--- config.mk ---
export PLATFORM = sky130hd
export DESIGN_NAME = button_conditioner
export DESIGN_NICKNAME = d
export VERILOG_FILES = /design/src/rtl/button_conditioner.sv
export SDC_FILE = /design/constraint.sdc
export NUM_CORES = 1
export LEC_CHECK = 0
export ABC_CLOCK_PERIOD_IN_PS = 4800
export BUFFER_PORTS_ARGS = -buffer_cell sky130_fd_sc_hd__clkbuf_2
export CELL_PAD_IN_SITES_DETAIL_PLACEMENT = 0
export CELL_PAD_IN_SITES_GLOBAL_PLACEMENT = 1
export CORE_MARGIN = 2
export CORE_UTILIZATION = 41
export CTS_CLUSTER_SIZE = 10
export DETAILED_ROUTE_END_ITERATION = 8
export PLACE_DENSITY = 0.77
export SLEW_MARGIN = 20
export SYNTH_ARGS = -nofsm -noshare
export SYNTH_HDL_FRONTEND = slang
export SYNTH_SLANG_ARGS = --single-unit
--- constraint.sdc ---
create_clock -name clk -period 4.8 [get_ports clk]
set_clock_uncertainty 0.05 [all_clocks]
set_input_delay 0.96 -clock clk [delete_from_list [all_inputs] [get_ports clk]]
set_output_delay 0.96 -clock clk [all_outputs]
set_load 0.005 [all_outputs]
--- src/rtl/button_conditioner.sv ---
// Multi-channel push-button conditioner: synchroniser, debouncer, edge pulses and
// hold-to-auto-repeat per channel. All channels are independent and share one clock.
module button_conditioner #(
    parameter int unsigned NUM_CH      = 5,
    parameter int unsigned COUNT_MAX   = 2_000_000,
    parameter int unsigned SYNC_STAGES = 2,
    parameter int unsigned HOLD_MAX    = 50_000_000,
    parameter int unsigned REPEAT_MAX  = 10_000_000,
    parameter bit          ACTIVE_LOW  = 1'b0
) (
    input  logic              clk,
    input  logic              reset,
    input  logic [NUM_CH-1:0] noisy_in,
    input  logic              repeat_en,
    output logic [NUM_CH-1:0] level,
    output logic [NUM_CH-1:0] press,
    output logic [NUM_CH-1:0] release_pulse,
    output logic [NUM_CH-1:0] repeat_pulse
);

    localparam int unsigned DB_W      = (COUNT_MAX > 1) ? $clog2(COUNT_MAX) : 1;
    localparam int unsigned TIMER_MAX = (HOLD_MAX > REPEAT_MAX) ? HOLD_MAX : REPEAT_MAX;
    localparam int unsigned HOLD_W    = (TIMER_MAX > 1) ? $clog2(TIMER_MAX) : 1;

    localparam logic [DB_W-1:0]   DB_LAST     = DB_W'(COUNT_MAX - 1);
    localparam logic [HOLD_W-1:0] HOLD_LAST   = HOLD_W'(HOLD_MAX - 1);
    localparam logic [HOLD_W-1:0] REPEAT_LAST = HOLD_W'(REPEAT_MAX - 1);

    typedef enum logic [1:0] {StReleased, StPressed, StRepeating} hold_state_e;

    for (genvar ch = 0; ch < NUM_CH; ch++) begin : g_ch
        logic [SYNC_STAGES-1:0] sync_q;
        logic                   sync;
        logic                   stable_q, stable_d;
        logic [DB_W-1:0]        db_cnt_q, db_cnt_d;
        logic                   rise, fall;
        hold_state_e            state_q, state_d;
        logic [HOLD_W-1:0]      hold_cnt_q, hold_cnt_d;
        logic                   fire;
        logic                   press_q, release_q, repeat_q;

        // Polarity is corrected before the first flop so reset holds the inactive value.
        always_ff @(posedge clk) begin
            if (reset) begin
                sync_q <= '0;
            end else begin
                sync_q <= {sync_q[SYNC_STAGES-2:0], noisy_in[ch] ^ ACTIVE_LOW};
            end
        end

        assign sync = sync_q[SYNC_STAGES-1];

        always_comb begin
            stable_d = stable_q;
            db_cnt_d = '0;
            if (sync != stable_q) begin
                if (db_cnt_q == DB_LAST) begin
                    stable_d = sync;
                end else begin
                    db_cnt_d = db_cnt_q + DB_W'(1);
                end
            end
        end

        assign rise = stable_d & ~stable_q;
        assign fall = ~stable_d & stable_q;

        always_ff @(posedge clk) begin
            if (reset) begin
                stable_q  <= 1'b0;
                db_cnt_q  <= '0;
                press_q   <= 1'b0;
                release_q <= 1'b0;
                repeat_q  <= 1'b0;
            end else begin
                stable_q  <= stable_d;
                db_cnt_q  <= db_cnt_d;
                press_q   <= rise;
                release_q <= fall;
                repeat_q  <= fire;
            end
        end

        always_ff @(posedge clk) begin
            if (reset) begin
                state_q    <= StReleased;
                hold_cnt_q <= '0;
            end else begin
                state_q    <= state_d;
                hold_cnt_q <= hold_cnt_d;
            end
        end

        always_comb begin
            state_d    = state_q;
            hold_cnt_d = hold_cnt_q;
            if (!repeat_en) begin
                // With repeat disabled the state only mirrors the level, timer parked at 0.
                state_d    = stable_d ? StPressed : StReleased;
                hold_cnt_d = '0;
            end else if (fall) begin
                state_d    = StReleased;
                hold_cnt_d = '0;
            end else begin
                unique case (state_q)
                    StReleased: begin
                        if (rise) begin
                            state_d    = StPressed;
                            hold_cnt_d = '0;
                        end
                    end
                    StPressed: begin
                        if (hold_cnt_q == HOLD_LAST) begin
                            state_d    = StRepeating;
                            hold_cnt_d = '0;
                        end else begin
                            hold_cnt_d = hold_cnt_q + HOLD_W'(1);
                        end
                    end
                    StRepeating: begin
                        if (hold_cnt_q == REPEAT_LAST) begin
                            hold_cnt_d = '0;
                        end else begin
                            hold_cnt_d = hold_cnt_q + HOLD_W'(1);
                        end
                    end
                    default: begin
                        state_d    = StReleased;
                        hold_cnt_d = '0;
                    end
                endcase
            end
        end

        always_comb begin
            fire = 1'b0;
            if (repeat_en && !fall) begin
                case (state_q)
                    StPressed:   fire = (hold_cnt_q == HOLD_LAST);
                    StRepeating: fire = (hold_cnt_q == REPEAT_LAST);
                    default:     fire = 1'b0;
                endcase
            end
        end

        assign level[ch]         = stable_q;
        assign press[ch]         = press_q;
        assign release_pulse[ch] = release_q;
        assign repeat_pulse[ch]  = repeat_q;
    end

endmodule

==> results.toml <==
[setup_path]
critPathLaunchType = "flop"
ff2ff_path_depth = 6
path_buf_inv = 1
slowest_delay_ns = 0.88
cp_cell_sequence = "or4b_1 -> or4_4 -> o31a_1 -> o21bai_1 -> buf_4 -> nor2_1"
cp.required_ns = 5.13
cp.depth = 6
critPathArrivalTime_ns = 3.70
path_class = "reg2reg"
cp_slowest_cell = "o21bai_1"
cp-end-kind = "flop"
r2r_end = "g_ch[0].hold_cnt_q[2]$_SDFFE_PP0P_"
rrSetupSlack_ns = 1.44
path_delay_family = "compound AO/OA/AOI/OAI gates"
reg2reg_from = "g_ch[0].db_cnt_q[14]$_SDFF_PP0_"
cp_max_fo = 17

[clock_network]
cts-buffers-inserted = 34
htree_levels = 2
cts_tree = "built"
clkSinkCount = 275
post_cts_buffers = 0
cts_resized = 0
cts_buffer_depth = 3
hold_buffers = 0
clockRootBuffer = "clkbuf_16"
clkTransAtPathRegs_ns = 0.06
clkLatencyLatePin_ns = 0.50

[synth]
synth_edf_count = 0
synth_top_family_by_area = "simple AND/OR/NAND/NOR gates"
synthArstFlopShare = 0
ys_ff_latch = 275
ys_types = 63
ys_warn_count = 0
synth.avg_cell_area_um2 = 8.523
synth_compound_gate_area_share = 0.06429
synthFlopType = "dfxtp_1"
syn_nets = 1600
synthXorXnorAreaFrac = 0.1216
yosys.area_share.adder = 0.03493
syn_area_um2 = 13250
syn_inst = 1555
ys_seq_area_frac = 0.4154
synth-simple-area-share = 0.3146
muxShareOfSynthArea = 0.01152

[power]
swShare = 0.2123
power.density_nw_per_um2 = 321.7
seqPwrFrac = 0.490
netSwitchingPower_mw = 0.9976
p_clk_frac = 0.484
peakVddDrop_mv = 0.2387
combPwrFrac = 0.026
p_leak_nw = 4.667
internal_power_mw = 3.702

[sta]
finalSetupViolations = 0
hold_violations = 0
holdWs_ns = 0.3834
fmax_mhz = 297.2
period_share = 0.7010
rsz0062_at_grt = "no"
period_needed_ns = 3.365
maxSlewViolCount = 0
worst_pin_slew_ns = 1.018
maxSlewHeadroom = 0.3198
fin_tns_setup_ns = 0

[floorplanning]
start_util = 0.4179
coreArea_um2 = 31720
die_y_um = 183.8
die_x_um = 183.8
rows = 65
io_pins = 28
die-area_um2 = 33780

[worst_hold_path]
hp-start = "g_ch[2].sync_q[0]$_SDFF_PP0_"
hold_class = "reg2reg"
whs_endpoint = "g_ch[2].sync_q[1]$_SDFF_PP0_"
hold_depth = 1

[routing]
wire_per_inst_um = 13.52
vias = 10399
routed_wl_um = 26660
drtAntennaViolNets = 0
drt_drc_violations_left = 0
firstDrtPassIters = 4
drt_iter0_drc = 504
routed_via_density = 5.276

[layout]
area_growth_pct = 10.21
design_area_um2 = 14610
finalNetCount = 1603
num_antenna_cells = 0
mostFrequentLayoutCells = "275 x dfxtp_1, 262 x nor2_1, 106 x nand2_1"
fin_util = 0.4606
final_common_cell = "dfxtp_1"
post_route_cells_drive_above_1_share = 0.06119

[run]
cap_viol_max_count = 0

[global_routing]
grt_start_max_net_pins = 47
grt_overflow = 0
antenna_found_initial = 0
grt_pass1_vias = 9761
grt_pass1_wl_um = 45940
track_usage = 0.1592

[outcome]
status = "finished, final reports clean"

[place]
gp_congestion = 0.7856
placed_area_um2 = 13630
dpl.hpwl_um = 18010
portBuffers = 27
sequential cells by signal, summed over array words and instances, names as in the netlist:
register and cells:
g_ch.repeat_q 5, g_ch.press_q 5, g_ch.state_q 10, g_ch.stable_q 5, g_ch.release_q 5, g_ch.db_cnt_q 105
g_ch.hold_cnt_q 130, g_ch.sync_q 10
power groups by stage:
stage | clock network (mW) | registers [mW] | logic (mW)
2_1_floorplan | 0 | 2.35 | 0.0901
3_3_place_gp | 0 | 2.35 | 0.122
3_5_place_dp | 0 | 2.35 | 0.123
4_1_cts | 2.36 | 2.30 | 0.123
5_1_grt | 2.46 | 2.30 | 0.138
6_report | 2.28 | 2.30 | 0.122
how the worst max path moves through the flow:
stage                                                     end                             from  slack [ns]
after detailed placement   g_ch[0].hold_cnt_q[4]$_SDFFE_PP0P_  g_ch[0].db_cnt_q[14]$_SDFF_PP0_        1.43
after CTS                 g_ch[0].hold_cnt_q[12]$_SDFFE_PP0P_  g_ch[0].db_cnt_q[14]$_SDFF_PP0_        1.40
after floorplan           g_ch[3].hold_cnt_q[18]$_SDFFE_PP0P_   g_ch[3].db_cnt_q[8]$_SDFF_PP0_        1.63
final                      g_ch[0].hold_cnt_q[2]$_SDFFE_PP0P_  g_ch[0].db_cnt_q[14]$_SDFF_PP0_        1.44
after global placement    g_ch[3].hold_cnt_q[18]$_SDFFE_PP0P_   g_ch[3].db_cnt_q[8]$_SDFF_PP0_        1.51
after global routing       g_ch[3].hold_cnt_q[6]$_SDFFE_PP0P_   g_ch[3].db_cnt_q[8]$_SDFF_PP0_        1.17
area by class of cell:
| type | instances | area, um2 |
|---|---|---|
| fill | 3059 | 17110 |
| inverter | 42 | 157.7 |
| multi-input combinational | 1169 | 7273 |
| clock inverter | 1 | 8.758 |
| clock buffer | 46 | 957.2 |
| timing repair buffer | 36 | 202.7 |
| tap | 402 | 503.0 |
| sequential | 275 | 5505 |
per-stage QoR:
stage          setup WS, ns  power [mW]  cells
6_report              1.435       4.700   1971
5_1_grt               1.167       4.893   1971
4_1_cts               1.401       4.782   1971
3_5_place_dp          1.427       2.472   1924
3_3_place_gp          1.514       2.471   1924
2_1_floorplan         1.631       2.438   1555
logic make-up (layout without fill, tap and decap cells):
logic type      Yosys count  count (layout)
fa+ha+maj                37              37
simple gates            804             804
compound gates          129             129
buf+inv                 111             125
flops                   275             275
xor+xnor                184             184
mux                      15              15
worst register-to-register path, stage by stage, from the launching register on:
cell      delay [ns]
dfxtp_1         0.32
or4b_1          0.55
or4_4           0.56
o31a_1          0.46
o21bai_1        0.89
buf_4           0.34
nor2_1          0.07
synthesized netlist by cell type (4+ instances only):
library cell / instances / area, um2
nor2b_1: 20 / 125.1
o31ai_1: 11 / 82.58
inv_1: 42 / 157.7
xnor2_1: 93 / 814.5
nand3_1: 103 / 515.5
nor4_1: 33 / 206.5
and4_1: 18 / 157.7
nand3b_1: 8 / 60.06
nand4b_1: 8 / 70.07
and2_1: 9 / 56.30
or4b_2: 4 / 40.04
or4bb_1: 5 / 56.30
a31oi_1: 20 / 125.1
nor3b_1: 8 / 60.06
o21ai_0: 20 / 100.1
xor2_1: 91 / 797.0
a21oi_1: 30 / 150.1
buf_4: 20 / 150.1
o22ai_1: 4 / 25.02
nand4_1: 61 / 381.6
a41oi_1: 4 / 35.03
nand2_1: 106 / 397.9
nor4b_1: 17 / 148.9
a22o_1: 5 / 43.79
nand2b_1: 21 / 131.4
nor4bb_1: 6 / 60.06
ha_1: 37 / 462.9
or2_2: 5 / 31.28
a211oi_1: 4 / 30.03
nor3_1: 40 / 200.2
or3_1: 14 / 87.58
or4_1: 8 / 60.06
mux2i_1: 13 / 130.1
and3_1: 37 / 231.5
dfxtp_1: 275 / 5505
a22oi_1: 6 / 45.04
nor2_1: 262 / 983.4
o31a_1: 5 / 43.79
clkbuf_1: 46 / 172.7
layer usage:
layer,part of all wire,vias up,GRT usage,wire length (um)
li1,-,5419,-,-
met4,0.019,0,0.04832,519
met5,0,-,0,0
met1,0.50,4811,0.2167,13280
met2,0.45,127,0.2589,12040
met3,0.031,42,0.02595,819
Power figures use the tool's default switching activity.
